<file path="config.mk">
export PLATFORM = sky130hd
export DESIGN_NAME = i2c_txn_arbiter_flat
export DESIGN_NICKNAME = d
export VERILOG_FILES = /design/src/rtl/i2c_txn_arbiter_if.sv /design/src/rtl/i2c_txn_arbiter.sv /design/src/flat_wrapper.sv
export SDC_FILE = /design/constraint.sdc
export NUM_CORES = 1
export LEC_CHECK = 0
export ABC_AREA = 1
export CORE_MARGIN = 5
export CORE_UTILIZATION = 43
export DETAILED_ROUTE_END_ITERATION = 8
export GPL_ROUTABILITY_DRIVEN = 0
export PLACE_DENSITY = 0.9
export SYNTH_ARGS = -nofsm -noshare
export SYNTH_HDL_FRONTEND = slang
export SYNTH_SLANG_ARGS = --single-unit
</file>
<file path="constraint.sdc">
create_clock -name clk -period 4.21 [get_ports clk]
set_input_delay 0.6315 -clock clk [delete_from_list [all_inputs] [get_ports clk]]
set_output_delay 0.6315 -clock clk [all_outputs]
set_load 0.03 [all_outputs]
</file>
<file path="src/rtl/i2c_txn_arbiter_if.sv">
// Bundle of requester-side and I2C-master-side signals for i2c_txn_arbiter.
// "master" is the arbiter's view; "slave" is the view of whatever drives it.
interface i2c_txn_arbiter_if;
  logic [3:0]  req;
  logic [3:0]  req_read;
  logic [27:0] req_addr;
  logic [31:0] req_wdata;
  logic [3:0]  gnt;
  logic [3:0]  done;
  logic [7:0]  rsp_data;
  logic        rsp_error;
  logic        busy;
  logic        m_read;
  logic [6:0]  m_slave_address;
  logic [7:0]  m_data_send;
  logic        m_data_send_enable;
  logic [7:0]  m_data_receive;
  logic        m_data_receive_enable;
  logic        m_xfer_done;
  logic        m_error;

  modport master (
    input  req, req_read, req_addr, req_wdata,
    output gnt, done, rsp_data, rsp_error, busy,
    output m_read, m_slave_address, m_data_send, m_data_send_enable,
    input  m_data_receive, m_data_receive_enable, m_xfer_done, m_error
  );

  modport slave (
    output req, req_read, req_addr, req_wdata,
    input  gnt, done, rsp_data, rsp_error, busy,
    input  m_read, m_slave_address, m_data_send, m_data_send_enable,
    output m_data_receive, m_data_receive_enable, m_xfer_done, m_error
  );
endinterface

</file>
<file path="src/rtl/i2c_txn_arbiter.sv">
// Round-robin arbiter serializing 4 requesters onto one I2C master, one transaction at a time.
// Optional WAIT-state watchdog enabled by defining I2C_ARB_TIMEOUT_EN (length TIMEOUT_CYCLES).
module i2c_txn_arbiter #(
  parameter int unsigned TIMEOUT_CYCLES = 4096
) (
  input  logic               clk,
  input  logic               rst,
  i2c_txn_arbiter_if.master  bus
);
  typedef enum logic [1:0] {IDLE, LAUNCH, WAIT, RESP} state_t;

  state_t      state_q, state_d;
  logic [1:0]  ptr_q, ptr_d;
  logic [1:0]  win_q, win_d;
  logic        rd_q, rd_d;
  logic [6:0]  addr_q, addr_d;
  logic [7:0]  wdat_q, wdat_d;
  logic [7:0]  rdat_q, rdat_d;
  logic        err_q, err_d;

  logic [1:0]  pick;
  logic        pick_vld;
  logic        ok_pulse;
  logic        fin;
  logic        tmo_hit;

  // Walk from the highest offset down so the first set bit at/after ptr wins.
  always_comb begin
    logic [1:0] idx;
    pick     = '0;
    pick_vld = 1'b0;
    idx      = '0;
    for (int k = 3; k >= 0; k--) begin
      idx = ptr_q + k[1:0];
      if (bus.req[idx]) begin
        pick     = idx;
        pick_vld = 1'b1;
      end
    end
  end

  // Only the pulse matching the latched direction counts; error always completes.
  assign ok_pulse = rd_q ? bus.m_data_receive_enable : bus.m_xfer_done;
  assign fin      = bus.m_error | ok_pulse;

`ifdef I2C_ARB_TIMEOUT_EN
  localparam int unsigned TW = $clog2(TIMEOUT_CYCLES + 1);
  localparam logic [TW-1:0] TMO_LAST = TW'(TIMEOUT_CYCLES - 1);

  logic [TW-1:0] tmo_q, tmo_d;

  always_comb begin
    tmo_d = tmo_q;
    if (state_q == LAUNCH)    tmo_d = '0;
    else if (state_q == WAIT) tmo_d = tmo_q + 1'b1;
  end

  assign tmo_hit = (state_q == WAIT) && (tmo_q == TMO_LAST);

  always_ff @(posedge clk or posedge rst) begin
    if (rst) tmo_q <= '0;
    else     tmo_q <= tmo_d;
  end
`else
  assign tmo_hit = 1'b0;
`endif

  always_ff @(posedge clk or posedge rst) begin
    if (rst) begin
      state_q <= IDLE;
      ptr_q   <= '0;
      win_q   <= '0;
      rd_q    <= 1'b0;
      addr_q  <= '0;
      wdat_q  <= '0;
      rdat_q  <= '0;
      err_q   <= 1'b0;
    end else begin
      state_q <= state_d;
      ptr_q   <= ptr_d;
      win_q   <= win_d;
      rd_q    <= rd_d;
      addr_q  <= addr_d;
      wdat_q  <= wdat_d;
      rdat_q  <= rdat_d;
      err_q   <= err_d;
    end
  end

  always_comb begin
    state_d = state_q;
    ptr_d   = ptr_q;
    win_d   = win_q;
    rd_d    = rd_q;
    addr_d  = addr_q;
    wdat_d  = wdat_q;
    rdat_d  = rdat_q;
    err_d   = err_q;
    case (state_q)
      IDLE: if (pick_vld) begin
        state_d = LAUNCH;
        win_d   = pick;
        ptr_d   = pick + 2'd1;
        rd_d    = bus.req_read[pick];
        addr_d  = bus.req_addr[7*pick +: 7];
        wdat_d  = bus.req_wdata[8*pick +: 8];
        rdat_d  = '0;
        err_d   = 1'b0;
      end
      LAUNCH: state_d = WAIT;
      WAIT: begin
        if (fin) begin
          state_d = RESP;
          err_d   = bus.m_error;
          rdat_d  = (rd_q && !bus.m_error) ? bus.m_data_receive : 8'h00;
        end else if (tmo_hit) begin
          state_d = RESP;
          err_d   = 1'b1;
          rdat_d  = 8'h00;
        end
      end
      RESP:    state_d = IDLE;
      default: state_d = IDLE;
    endcase
  end

  always_comb begin
    bus.gnt                = '0;
    bus.done               = '0;
    bus.m_data_send_enable = 1'b0;
    bus.busy               = (state_q != IDLE);
    case (state_q)
      LAUNCH: begin
        bus.gnt[win_q]         = 1'b1;
        bus.m_data_send_enable = 1'b1;
      end
      WAIT: bus.gnt[win_q] = 1'b1;
      RESP: begin
        bus.gnt[win_q]  = 1'b1;
        bus.done[win_q] = 1'b1;
      end
      default: ;
    endcase
  end

  assign bus.m_read          = rd_q;
  assign bus.m_slave_address = addr_q;
  assign bus.m_data_send     = wdat_q;
  assign bus.rsp_data        = rdat_q;
  assign bus.rsp_error       = err_q;
endmodule

</file>
<file path="src/flat_wrapper.sv">
// flat-port wrapper written by rule: the top's interface ports become plain ports
module i2c_txn_arbiter_flat 
#(
  parameter int unsigned TIMEOUT_CYCLES = 4096
)
  (clk, rst, bus_req, bus_req_read, bus_req_addr, bus_req_wdata, bus_gnt, bus_done, bus_rsp_data, bus_rsp_error, bus_busy, bus_m_read, bus_m_slave_address, bus_m_data_send, bus_m_data_send_enable, bus_m_data_receive, bus_m_data_receive_enable, bus_m_xfer_done, bus_m_error);
  i2c_txn_arbiter_if bus_i ();
  input  logic clk;
  input  logic rst;
  input wire logic [$bits(bus_i.req)-1:0] bus_req;
  input wire logic [$bits(bus_i.req_read)-1:0] bus_req_read;
  input wire logic [$bits(bus_i.req_addr)-1:0] bus_req_addr;
  input wire logic [$bits(bus_i.req_wdata)-1:0] bus_req_wdata;
  output wire logic [$bits(bus_i.gnt)-1:0] bus_gnt;
  output wire logic [$bits(bus_i.done)-1:0] bus_done;
  output wire logic [$bits(bus_i.rsp_data)-1:0] bus_rsp_data;
  output wire logic [$bits(bus_i.rsp_error)-1:0] bus_rsp_error;
  output wire logic [$bits(bus_i.busy)-1:0] bus_busy;
  output wire logic [$bits(bus_i.m_read)-1:0] bus_m_read;
  output wire logic [$bits(bus_i.m_slave_address)-1:0] bus_m_slave_address;
  output wire logic [$bits(bus_i.m_data_send)-1:0] bus_m_data_send;
  output wire logic [$bits(bus_i.m_data_send_enable)-1:0] bus_m_data_send_enable;
  input wire logic [$bits(bus_i.m_data_receive)-1:0] bus_m_data_receive;
  input wire logic [$bits(bus_i.m_data_receive_enable)-1:0] bus_m_data_receive_enable;
  input wire logic [$bits(bus_i.m_xfer_done)-1:0] bus_m_xfer_done;
  input wire logic [$bits(bus_i.m_error)-1:0] bus_m_error;
  assign bus_i.req = bus_req;
  assign bus_i.req_read = bus_req_read;
  assign bus_i.req_addr = bus_req_addr;
  assign bus_i.req_wdata = bus_req_wdata;
  assign bus_gnt = bus_i.gnt;
  assign bus_done = bus_i.done;
  assign bus_rsp_data = bus_i.rsp_data;
  assign bus_rsp_error = bus_i.rsp_error;
  assign bus_busy = bus_i.busy;
  assign bus_m_read = bus_i.m_read;
  assign bus_m_slave_address = bus_i.m_slave_address;
  assign bus_m_data_send = bus_i.m_data_send;
  assign bus_m_data_send_enable = bus_i.m_data_send_enable;
  assign bus_i.m_data_receive = bus_m_data_receive;
  assign bus_i.m_data_receive_enable = bus_m_data_receive_enable;
  assign bus_i.m_xfer_done = bus_m_xfer_done;
  assign bus_i.m_error = bus_m_error;
  i2c_txn_arbiter #(.TIMEOUT_CYCLES(TIMEOUT_CYCLES)) u_core (.clk(clk), .rst(rst), .bus(bus_i));
endmodule
</file>
# Word level (Yosys, flattened, before mapping)
# Cells that the tools add are included.
dict set report word_totals {
  reg_bits 31
  word_cells 72
  out_inout_bits 35
}
dict set report op_classes {
  reduce_logical 10
  n_addsub 4
  n_shift 2
  order_cmp 7
  mux 34
  n_eq_ne 5
  n_mul 1
  bitwise 1
}
# operator count
set op_table {}
lappend op_table {{$shiftx A32 B6 Y8} 1}
lappend op_table {{$shiftx A28 B6 Y7} 1}
lappend op_table {{$mux W8} 3}
lappend op_table {{$lt A2 B3 Y1 const B} 6}
lappend op_table {{$pmux W8 S2} 1}
lappend op_table {{$mux W1} 14}
lappend op_table {{$mux W2} 6}
lappend op_table {{$bmux W1 S2} 5}
lappend op_table {{$mux W4} 2}
lappend op_table {{$pmux W2 S4} 1}
lappend op_table {{$mul A3 B2 Y5 const A} 1}
lappend op_table {{$add A2 B1 Y2 const B} 2}
lappend op_table {{$add A2 B2 Y2 const B} 2}
lappend op_table {{$eq A2 B2 Y1 const B} 2}
lappend op_table {{$ne A2 B1 Y1 const B} 2}
lappend op_table {{$reduce_and A2 Y1} 2}
lappend op_table {{$reduce_bool A2 Y1} 2}
lappend op_table {{$reduce_and A3 Y1} 1}
lappend op_table {{$reduce_or A3 Y1} 1}
lappend op_table {{$demux W1 S2} 1}
lappend op_table {{$eq A2 B1 Y1 const B} 1}
lappend op_table {{$ge A2 B1 Y1 const B} 1}
lappend op_table {{$logic_and A1 B1 Y1} 2}
lappend op_table {{$logic_not A2 Y1} 1}
lappend op_table {{3 further kinds} 3}

# Longest topological paths before layout
# Gate-level depths: netlist of run 1.
dict set report logic_depth {
  depth_word 9
  ltp_mapped 14
}

# Least setup slack after synthesis of run 1
# No wires, ideal clock.
dict set report synth_timing {
  path_type {reg2out}
  from {register u_core.state_q[0]}
  to {output bus_gnt[3]}
  stages_incl_launch_ff 4
  n_path_buf 0
  slack_ns 2.196
  arrival_time_ns 1.383
  cell_sequence {dfrtp_1 > inv_1 > ha_1 > nor3_1}
}
dict set report synth_between {
  elab_chain_cells 3
}
# element line_no
set synth_lines {}
lappend synth_lines {{start: declaration} i2c_txn_arbiter.sv:12} ;# state_t state_q, state_d;
lappend synth_lines {{start signal: assignment} i2c_txn_arbiter.sv:79} ;# state_q <= state_d;
lappend synth_lines {{$eq A2 B1 Y1 or $eq A2 B2 Y1 (tied branches)} i2c_txn_arbiter.sv:132} ;# case (state_q)
lappend synth_lines {{$reduce_or A3 Y1 (no line) (*)} n/a}
lappend synth_lines {{$mux W4 (*)} n/a}
lappend synth_lines {{end: declaration} flat_wrapper.sv:14} ;# output wire logic [$bits(bus_i.gnt)-1:0] bus_gnt;
# Every way passes the cells marked *; elsewhere a longest branch is shown, timed or not.

# Worst setup path after layout of run 1
dict set report layout_timing {
  from {input bus_req[0]}
  to {register u_core.win_q[0]}
}
dict set report layout_between {
  elab_chain_cells 7
}
# element line_no
set layout_lines {}
lappend layout_lines {{start: declaration} flat_wrapper.sv:10} ;# input wire logic [$bits(bus_i.req)-1:0] bus_req;
lappend layout_lines {{$bmux W1 S2} i2c_txn_arbiter.sv:35} ;# if (bus.req[idx]) begin
lappend layout_lines {{$mux W1 (not written as such)} i2c_txn_arbiter.sv:35}
lappend layout_lines {{$mux W1 (4 in a row)} i2c_txn_arbiter.sv:35}
lappend layout_lines {{$reduce_and A2 Y1 (no line)} n/a}
lappend layout_lines {{end signal: assignment} i2c_txn_arbiter.sv:81} ;# win_q <= win_d;
lappend layout_lines {{end: declaration} i2c_txn_arbiter.sv:14} ;# logic [1:0] win_q, win_d;
# Several ways; a longest one is shown, not always the timed one. The select of a mux whose other input is x is not followed.
# A chain may end at the register's enable or synchronous reset.

==> out/qor.txt, run 1 <==
n_diodes -> 0
# IOs -> 116
Mapped Nets -> 407
Buffers on Ports -> 115
grt ovf -> 0
WP data required -> 4410 ps
CTS buffer count -> 5
area of the mapped netlist -> 2190 µm²
Max clock buf depth -> 2
Peak Freq -> 0.340 GHz
Worst Hold Class -> reg2reg
pwr dens -> 796 nW/µm²
post-CTS sizing -> 0
Layout area overhead -> 56.8%
worst vdd ir -> 0.391 mV
worst-path cell chain -> clkdlybuf4s50_1, nand2_1, o21ai_1, nand2_1, nand3_2, nand3_2, nand2_4, inv_1, nor2_1, o21bai_1
outcome -> complete, no violations
setup TNS -> 0 ps
Crit Path Category -> in2reg
clock root buffer -> clkbuf_8
Final Net Count -> 514
# DRC -> 0
clk sink count -> 31
Slew Viols, Final -> 0
crit path max fanout -> 33
WP buf/inv -> 2
fin crit share -> 0.698
Synth cell types -> 21
htree depth -> 2
CP peak stage delay -> 540 ps
drt initial violations -> 159
CTS tree -> yes
die area -> 6630 µm²
post-route minimum period -> 2940 ps
first-pass GRT wire length -> 11.2 mm
Leak Pwr -> 1.64 nW
Die Wd -> 81.4 µm
Hold-fix buffers, CTS -> 0
top cells by area, synth -> dfrtp_1, nand3_1, nand2_1
via count -> 2534
largest net degree at the start of global routing -> 34
vias in the first global route -> 2518
syn avg cell area -> 6.83 µm²
DP Worst Slack -> 1040 ps
kind of cell adding the most delay to the critical path -> simple AND/OR/NAND/NOR gates
Clock Latency Late Sink -> 280 ps
worst path arrival time -> 3140 ps
post-synthesis sequential area ratio -> 0.354
area leader, netlist -> dfrtp_1
Worst-Margin Slew -> 664 ps
post-layout worst setup margin -> 1270 ps
Post-CTS Setup Bufs -> 0
layout cells sized above 1 -> 0.0536
Clock transition at path regs -> 70 ps
CP Launch Type -> input port
hpwl dp -> 5.30 mm
final hold viol count -> 0
antenna violations before repair -> 0
crit path max-delay cell type -> nand2_4
gr usage total -> 0.212
RSZ-0062 raised after global routing -> no
placed instance count -> 491
DIE HEIGHT -> 81.4 µm
Initial DRT Pass Iterations -> 5
Warnings, synthesis -> 0
row count -> 26
Vias/cell -> 5.08
ANT nets after route -> 0
Non-Filler Instances -> 499
Placeable Area -> 5040 µm²
overall routed net length -> 7.01 mm
#FFs+latches synth -> 31
Mapped Cells -> 321
max_cap viols -> 0
endpoints failing setup -> 0
Initial Utilization -> 0.435
crit end category -> register
Avg WL per Cell -> 14.0 µm
Layout Skew -> 8.33 ps
Max transition margin -> 0.557
Synth top area share -> 0.354
Hold Worst Slack -> 472 ps
==> registers in the layout (all words and copies together), names as in the netlist <==
name / cells
u_core.ptr_q: 2
u_core.bus.rsp_data: 8
u_core.bus.m_slave_address: 7
u_core.win_q: 2
u_core.state_q: 2
u_core.bus.m_data_send: 8
u_core.bus.m_read: 1
u_core.bus.rsp_error: 1
==> per-layer routing <==
layer	global-route usage	vias up	wire length, µm
li1	-	1263	-
met1	0.230	1162	2640
met2	0.394	97	3660
met3	0.0592	12	615
met4	0.0659	0	87
met5	0	-	0
==> cell usage after synthesis, drive strengths merged <==
cell type / n
nor3b: 1
a21oi: 2
o21ai: 6
ha: 5
nand2: 123
xnor2: 1
nor3: 8
nor2: 3
nand3: 93
dfrtp: 31
inv: 24
buf: 16
nand3b: 7
o21bai: 1
==> where the power goes <==
part	switching, W	internal, W	total, W
clock	0.000114	0.000191	0.000306
combinational	0.00124	0.000666	0.00190
sequential	0.0000988	0.000428	0.000527
total	0.00145	0.00129	0.00274
==> worst min-delay path, delay by kind of cell, from the launching register on <==
family | cells | cell delay [ps]
flip-flops | 1 | 340
AND/OR/NAND/NOR | 2 | 100
==> final timing paths <==
check                                                         from                                        end  slack (ps)  cells after the start
worst max-delay path                                    bus_req[0]                u_core.win_q[0]$_DFFE_PP0P_        1270                     10
min in group asynchronous                                      rst              u_core.bus.m_read$_DFFE_PP0P_         730                      3
max in group asynchronous                                      rst  u_core.bus.m_slave_address[5]$_DFFE_PP0P_        3190                      3
worst max register to register         u_core.ptr_q[0]$_DFFE_PP0P_                u_core.win_q[0]$_DFFE_PP0P_        1500                     10
worst min register to register  u_core.bus.rsp_data[6]$_DFFE_PP0P_         u_core.bus.rsp_data[6]$_DFFE_PP0P_         470                      2
worst min-delay path            u_core.bus.rsp_data[6]$_DFFE_PP0P_         u_core.bus.rsp_data[6]$_DFFE_PP0P_         470                      2
==> final cells by class <==
class | count | area [µm²]
flip-flops and latches | 31 | 776
clock buffers | 6 | 82.6
multi-input cells | 250 | 1210
clock inverters | 2 | 35.0
inverters | 24 | 92.6
fillers | 445 | 1600
well taps | 70 | 87.6
repair buffers | 116 | 1160
==> through the flow <==
stage | power, W | util | instance area [µm²]
4_1_cts | 0.00275 | 0.682 | 3440
5_1_grt | 0.00299 | 0.682 | 3440
3_5_place_dp | 0.00243 | 0.659 | 3320
3_3_place_gp | 0.00235 | 0.659 | 3320
2_1_floorplan | 0.00196 | - | 2190
6_report | 0.00274 | 0.682 | 3440
==> cell families (layout without fill, tap and decap cells) <==
logic type	after synthesis	in the layout	share of synthesized area
buf+inv	40	148	0.0958
simple gates	235	235	0.496
compound gates	9	9	0.0217
xor+xnor	1	1	0.00399
flops	31	31	0.354
fa+ha+maj	5	5	0.0285
==> placed cells by master (no fill, tap or decap) <==
cell	netlist	routed
clkinv_2	0	1
nor3b_2	1	1
nand2_4	3	3
bufinv_16	0	1
nand3_1	90	90
nor3_1	8	8
a21oi_1	2	2
clkdlybuf4s50_1	0	115
nand2_1	117	117
xnor2_1	1	1
inv_1	20	20
nor2_1	3	3
inv_2	3	3
nand2_2	3	3
nand3_2	3	3
o21ai_0	2	2
clkbuf_8	0	6
inv_4	1	1
ha_1	5	5
o21bai_1	1	1
dfrtp_1	31	31
buf_4	0	1
o21ai_1	4	4
nand3b_1	7	7
Power figures use the tool's default switching activity.
==> run 2: changes to the inputs <==
--- a/config.mk
+++ b/config.mk
@@ -7,10 +7,10 @@
 export LEC_CHECK = 0
 export ABC_AREA = 1
 export CORE_MARGIN = 5
-export CORE_UTILIZATION = 43
+export CORE_UTILIZATION = 36
 export DETAILED_ROUTE_END_ITERATION = 8
 export GPL_ROUTABILITY_DRIVEN = 0
-export PLACE_DENSITY = 0.9
+export PLACE_DENSITY = 0.8
 export SYNTH_ARGS = -nofsm -noshare
 export SYNTH_HDL_FRONTEND = slang
 export SYNTH_SLANG_ARGS = --single-unit
==> constraint.sdc (replaced) <==
create_clock -name clk -period 2.4 [get_ports clk]
set_input_delay 0.36 -clock clk [delete_from_list [all_inputs] [get_ports clk]]
set_output_delay 0.36 -clock clk [all_outputs]
set_load 0.03 [all_outputs]
==> out/qor.txt, run 2 (synthesized netlist as in run 1, its figures left out) <==
outcome -> complete, no violations
Final Net Count -> 518
via count -> 2479
antenna violations before repair -> 0
row count -> 28
vias in the first global route -> 2459
Worst Hold Class -> in2async
Worst-Margin Slew -> 405 ps
endpoints failing setup -> 0
Hold Worst Slack -> 458 ps
Post-CTS Setup Bufs -> 0
CP peak stage delay -> 700 ps
Fill cells -> 568
setup TNS -> 0 ps
post-layout worst setup margin -> 119 ps
Initial DRT Pass Iterations -> 4
worst reg-to-reg path cell count -> 11
Reg power frac -> 0.193
CP Launch Type -> register
drt initial violations -> 179
Die Wd -> 88.1 µm
Initial Utilization -> 0.370
Max transition margin -> 0.730
Vias/cell -> 4.88
Peak Freq -> 0.438 GHz
worst-path cell chain -> inv_1, ha_1, nor3_1, clkdlybuf4s50_1
setup slack, reg-to-reg -> 360 ps
overall routed net length -> 6.97 mm
layout cells sized above 1 -> 0.0647
n_diodes -> 0
Leak Pwr -> 1.67 nW
Clock power frac -> 0.111
die area -> 7750 µm²
clk sink count -> 31
RSZ-0062 raised after global routing -> no
Avg WL per Cell -> 13.7 µm
final hold viol count -> 0
crit path max fanout -> 5
Layout area overhead -> 58.6%
CTS tree -> yes
Placeable Area -> 5920 µm²
Slew Viols, Final -> 0
CTS buffer count -> 5
DP Worst Slack -> 106 ps
most common cell after layout, fill and taps aside -> nand2_1
Setup crit end -> bus_gnt[3]
post-route minimum period -> 2280 ps
crit end category -> output port
CP startpoint -> u_core.state_q[0]$_DFFE_PP0P_
Max clock buf depth -> 2
DIE HEIGHT -> 88.1 µm
htree depth -> 2
# DRC -> 0
pwr dens -> 1390 nW/µm²
Cell Int Power -> 0.00230 W
Reg2Reg Capture Point -> u_core.win_q[0]$_DFFE_PP0P_
# IOs -> 116
Comb power frac -> 0.696
Sw Ratio -> 0.523
Non-Filler Instances -> 508
gr usage total -> 0.180
Worst R2R Start -> u_core.ptr_q[0]$_DFFE_PP0P_
ANT nets after route -> 0
max_cap viols -> 0
Psw -> 0.00252 W
Buffers on Ports -> 115
crit path max-delay cell type -> clkdlybuf4s50_1
largest net degree at the start of global routing -> 34
clock root buffer -> clkbuf_8
hpwl dp -> 5.42 mm
commonest non-fill, non-tap cells in the layout -> nand2_1, clkdlybuf4s50_1, nand3_1
Crit Path Category -> reg2out
WP data required -> 2040 ps
first-pass GRT wire length -> 11.2 mm
worst vdd ir -> 0.680 mV
Clock Latency Late Sink -> 280 ps
Final Core Density -> 0.588
fin crit share -> 0.950
Layout Skew -> 7.11 ps
Clock transition at path regs -> 70 ps
placed instance count -> 500
grt ovf -> 0
worst path arrival time -> 1920 ps
==> run 2: worst max-delay path, delay by kind of cell (launching register included) <==
kind,cells,cell delay [ps]
buf+inv,2,800
simple gates,1,190
fa+ha+maj,1,270
flops,1,380
==> run 2: worst min-delay path by stage <==
stage	start	end	slack [ps]
CTS	rst	u_core.bus.m_data_send[3]$_DFFE_PP0P_	470
global placement	u_core.bus.rsp_data[2]$_DFFE_PP0P_	u_core.bus.rsp_data[2]$_DFFE_PP0P_	450
floorplan	rst	u_core.bus.m_data_send[0]$_DFFE_PP0P_	460
finish	rst	u_core.bus.rsp_data[6]$_DFFE_PP0P_	460
global route	rst	u_core.bus.m_data_send[3]$_DFFE_PP0P_	500
detailed placement	u_core.bus.rsp_data[2]$_DFFE_PP0P_	u_core.bus.rsp_data[2]$_DFFE_PP0P_	460
==> run 2: metal layers <==
layer / up-vias / GRT usage / routed length (µm)
met1: 1115 / 0.205 / 2750
li1: 1268 / - / -
met4: 0 / 0.0385 / 104
met5: - / 0 / 0
met2: 87 / 0.329 / 3510
met3: 9 / 0.0574 / 615
==> run 2: final cells by class <==
| cell class | count | area (µm²) | area share |
|---|---|---|---|
| clock buffers | 6 | 82.6 | 0.0237 |
| clock inverters | 2 | 35.0 | 0.0101 |
| inverters | 24 | 92.6 | 0.0266 |
| multi-input cells | 250 | 1210 | 0.347 |
| flip-flops and latches | 31 | 777 | 0.223 |
| well taps | 75 | 93.8 | 0.0270 |
| repair buffers | 120 | 1190 | 0.342 |
==> run 2: timing repair <==
item	4_1_cts	5_1_grt
setup endpoints to repair	0	4
hold buffers	0	0
resized for setup	0	2
==> run 2: metrics by stage <==
stage	total power, W	instance area [µm²]
6_report	0.00483	3480
5_1_grt	0.00530	3480
4_1_cts	0.00488	3480
3_5_place_dp	0.00433	3360
3_3_place_gp	0.00424	3360
2_1_floorplan	0.00344	2190
==> run 2: power by group through the flow <==
stage	sequential [W]	combinational, W	clock, W
after floorplan	0.00121	0.00224	0
after global placement	0.000930	0.00331	0
after detailed placement	0.000932	0.00340	0
after CTS	0.000929	0.00341	0.000545
after global routing	0.000965	0.00376	0.000572
final	0.000931	0.00336	0.000536
==> RTL edit 1, RTL diff (flow settings as in run 1) <==
Take the reset off `wdat_q` and load it in a clocked block of its own.
--- a/src/rtl/i2c_txn_arbiter.sv
+++ b/src/rtl/i2c_txn_arbiter.sv
@@ -73,5 +73,4 @@
       rd_q    <= 1'b0;
       addr_q  <= '0;
-      wdat_q  <= '0;
       rdat_q  <= '0;
       err_q   <= 1'b0;
@@ -82,8 +81,11 @@
       rd_q    <= rd_d;
       addr_q  <= addr_d;
-      wdat_q  <= wdat_d;
       rdat_q  <= rdat_d;
       err_q   <= err_d;
     end
+  end
+
+  always_ff @(posedge clk) begin
+    wdat_q <= wdat_d;
   end
 
Behaviour: not the same (Yosys sat finds a counterexample within 4 cycles, from zero or initial values and one cycle with rst high).
==> RTL edit 1 against run 1 <==
Wire length decreased by 4.4%. Design area is 2.9% lower. Sequential cell count is the same. Power decreased by 0.47%. Sequential power increased by 9.5%. Synthesized area down 3.4%. Die area fell by 3.0%. Worst setup slack improved by 0.32 ns. Non-clock buffer count decreased by 1.
==> RTL edit 1: results <==
metrics = {
    "synth": {
        "yosysUniqueCellTypes": 26,
        "synth_fa_ha_area_frac": 0.0295,
        "synth_area_leaders": "dfrtp_1, nand2_1, nand3_1, edfxtp_1, inv_1",
        "synth_edf_count": 8,
        "synth_xor_area_frac": 0.00413,
        "synth.avg_cell_area_um2": 7.21,
        "synth_top_cells_by_count": "nand2_1, nand3_1, dfrtp_1",
        "synth-compound-area-share": 0.0437,
        "postSynth.asyncResetShare": 0.742,
        "syn-num-nets": 380,
    },
    "routing": {
        "first_iter_violations": 170,
        "vias": 2377,
        "route.met3.wl_um": 469,
        "met1_length_um": 2640,
        "wl_per_cell_um": 14.2,
        "dr_wl_met2_um": 3440,
    },
    "cells_and_area": {
        "fin_nets": 490,
        "final_cell_area_um2": 3340,
        "stdcell_count": 472,
    },
    "grt": {
        "grt_use_met2": 0.367,
        "grt_pass1_wl_um": 10600,
        "grt_util_all_layers": 0.210,
        "met1_usage": 0.256,
        "grt_pass1_vias": 2230,
        "gr-usage-met3": 0.0348,
    },
    "placement": {
        "pre_cts_ws_ns": 1.44,
        "place_inst": 464,
        "hpwl_um": 5390,
    },
    "timing": {
        "report.final.slew_viol_count": 0,
        "whs_ns": 0.474,
        "fmax_mhz": 382,
        "fin_skew_ns": 0.00360,
        "worstMarginPinSlew_ns": 0.865,
    },
    "power": {
        "p_switching_mw": 1.43,
        "irDropWorstVdd_v": 0.000499,
        "powerSeq_mw": 0.577,
        "p_leak_nw": 1.50,
        "p_comb_mw": 1.93,
        "p_seq_frac": 0.212,
    },
    "worst_setup_path": {
        "critPathMaxFanout": 5,
        "crit_path_end": "bus_gnt[2]",
        "crit_path_start": "u_core.state_q[1]$_DFFE_PP0P_",
        "worstPathArrival_ns": 1.99,
        "regToRegSetupSlack_ns": 1.80,
        "reg2reg_depth": 11,
    },
    "run_status": {
        "status": "complete, no violations",
    },
}
==> RTL edit 1: cell types whose count changed after synthesis, moves of 6 or more <==
| cell | delta |
|---|---|
| buf_2 | -6 |
| nand3_1 | -26 |
| nand2_1 | -8 |
| edfxtp_1 | +8 |
| nand3b_1 | -7 |
| dfrtp_1 | -8 |
| and2_1 | +8 |
==> RTL edit 1: layout make-up <==
cell class | count | area share
Sequential cell | 31 | 0.244
Tap cell | 67 | 0.0251
Multi-Input combinational cell | 226 | 0.332
Timing Repair Buffer | 115 | 0.345
Inverter | 25 | 0.0296
Clock inverter | 1 | 0.00150
Clock buffer | 7 | 0.0228
==> RTL edit 1: cells by family after synthesis <==
logic type,count (synthesis)
DFF,31
and+or+nand+nor,203
xor gates and xnor gates,1
AOI/OAI and AO/OA,17
adders and majority gates,5
buffers and inverters,37
==> RTL edit 1: critical path, cell delays in order, from the launching register on <==
cell and delay (ns):
dfrtp_1 0.39, inv_1 0.10, ha_1 0.24, nor3_1 0.24
clkdlybuf4s50_1 0.73
==> RTL edit 2, RTL diff (flow settings as in run 1) <==
Without the edit above. Build with the macro `I2C_ARB_TIMEOUT_EN` defined.
--- a/src/rtl/i2c_txn_arbiter.sv
+++ b/src/rtl/i2c_txn_arbiter.sv
@@ -1,4 +1,6 @@
 // Round-robin arbiter serializing 4 requesters onto one I2C master, one transaction at a time.
 // Optional WAIT-state watchdog enabled by defining I2C_ARB_TIMEOUT_EN (length TIMEOUT_CYCLES).
+`define I2C_ARB_TIMEOUT_EN
+
 module i2c_txn_arbiter #(
   parameter int unsigned TIMEOUT_CYCLES = 4096
Formal check against the unedited RTL: same outputs for any inputs over 10 cycles, from zero or initial values and one cycle with rst high; that may be too few to reach the edited logic, so the function may still have changed.
==> RTL edit 2 against run 1 <==
Synthesized area increased by 30%. Via count increased by 21%. Synthesized cell count increased by 22%. Power increased by 12%. Design area increased by 18%. Register-to-register slack got worse by 0.23 ns. Sequential share of layout area increased by 4.6 points. Worst setup slack got worse by 0.023 ns. Wire length increased by 19%. Sequential cell count increased by 13. Sequential power increased by 34%.
==> RTL edit 2: results <==
metrics = {
    "grt": {
        "grt_pass1_wl_um": 14100,
        "grt_pass1_vias": 3123,
        "grt_use_met2": 0.349,
        "grt_util_all_layers": 0.202,
        "gr-usage-met3": 0.0595,
        "met1_usage": 0.234,
        "grt_max_degree": 45,
    },
    "cells_and_area": {
        "stdcell_count": 573,
        "sh_seq_area": 0.272,
        "fin_nets": 582,
        "area_share_nonclk_buffers": 0.284,
        "multi_input_area_share": 0.362,
        "n_all_inverters": 38,
        "top_register": "u_core.tmo_q",
        "drive_gt1_frac": 0.0726,
        "clk_share": 0.0228,
        "fill_cells": 536,
        "n_antenna_cell": 0,
        "nFlopsAndLatches": 44,
        "nMultiInputCombCells": 291,
        "n_all_buffers": 115,
    },
    "power": {
        "sw_frac_of_total": 0.535,
        "p_comb_mw": 2.10,
        "p_leak_nw": 1.91,
        "powerSeq_mw": 0.704,
        "irDropWorstVdd_v": 0.000415,
        "p_switching_mw": 1.65,
        "power_density_nw_per_um2": 759,
    },
    "routing": {
        "met1_length_um": 3230,
        "dr_wl_met2_um": 4060,
        "wl_per_cell_um": 14.5,
        "route.met3.wl_um": 780,
        "first_iter_violations": 201,
        "vias": 3057,
    },
    "run_status": {
        "status": "complete, no violations",
    },
    "timing": {
        "fin_crit_ns": 2.96,
        "fin_skew_ns": 0.00722,
        "whs_ns": 0.485,
        "worstMarginPinSlew_ns": 0.909,
    },
    "placement": {
        "port_buffers": 115,
        "pre_cts_ws_ns": 1.05,
        "dpl-instance-area_um2": 3960,
        "hpwl_um": 6370,
    },
    "synth": {
        "synth.avg_cell_area_um2": 7.27,
        "postSynth.asyncResetShare": 1.00,
        "synth_area_leaders": "dfrtp_1, nand3_1, nand2_1, inv_1, ha_1",
        "yosysUniqueCellTypes": 33,
        "syn-num-nets": 478,
        "synth_top_cells_by_count": "nand2_1, nand3_1, dfrtp_1",
    },
    "worst_setup_path": {
        "reg2reg_depth": 11,
        "crit_path_end": "u_core.ptr_q[1]$_DFFE_PP0P_",
        "worstPathArrival_ns": 3.17,
        "regToRegSetupSlack_ns": 1.27,
        "crit_path_start": "bus_req[1]",
    },
    "clock_network": {
        "clk_latency_ns": 0.30,
        "cts_resized": 0,
    },
    "floorplan": {
        "row_count": 29,
    },
    "worst_hold_path": {
        "hold_end": "u_core.bus.m_slave_address[4]$_DFFE_PP0P_",
        "worstHoldStart": "u_core.bus.m_slave_address[4]$_DFFE_PP0P_",
    },
}
==> RTL edit 2: cell types whose count changed in the layout (fill, tap and decap cells not counted), moves of 3 or more <==
cell	delta
nand2_2	+3
nor3_1	+3
o21ai_0	+7
nand2_1	-7
inv_1	+11
a21oi_1	+9
inv_2	+3
nor2_1	+9
dfrtp_1	+13
o21ai_2	+4
nand3b_1	-7
nand4_1	+8
==> RTL edit 2: cell families after synthesis <==
kind of cell	Yosys count	share of synthesized area
AND/OR/NAND/NOR	245	0.401
XOR/XNOR	1	0.00572
buffers and inverters	56	0.0960
flip-flops	44	0.387
multiplexers	1	0.00352
adder cells (fa/ha/maj)	6	0.0264
AO/OA/AOI/OAI	38	0.0801
==> RTL edit 2: worst max-delay path: stages <==
cell and delay, ns:
clkdlybuf4s50_1 0.39, inv_1 0.11, nand2_2 0.08, nand3_1 0.15, nand2_1 0.11, nand3_2 0.10
nand3_2 0.50, nand2_4 0.54, inv_1 0.13, nor2_1 0.22, nand2_1 0.09, o211ai_1 0.09
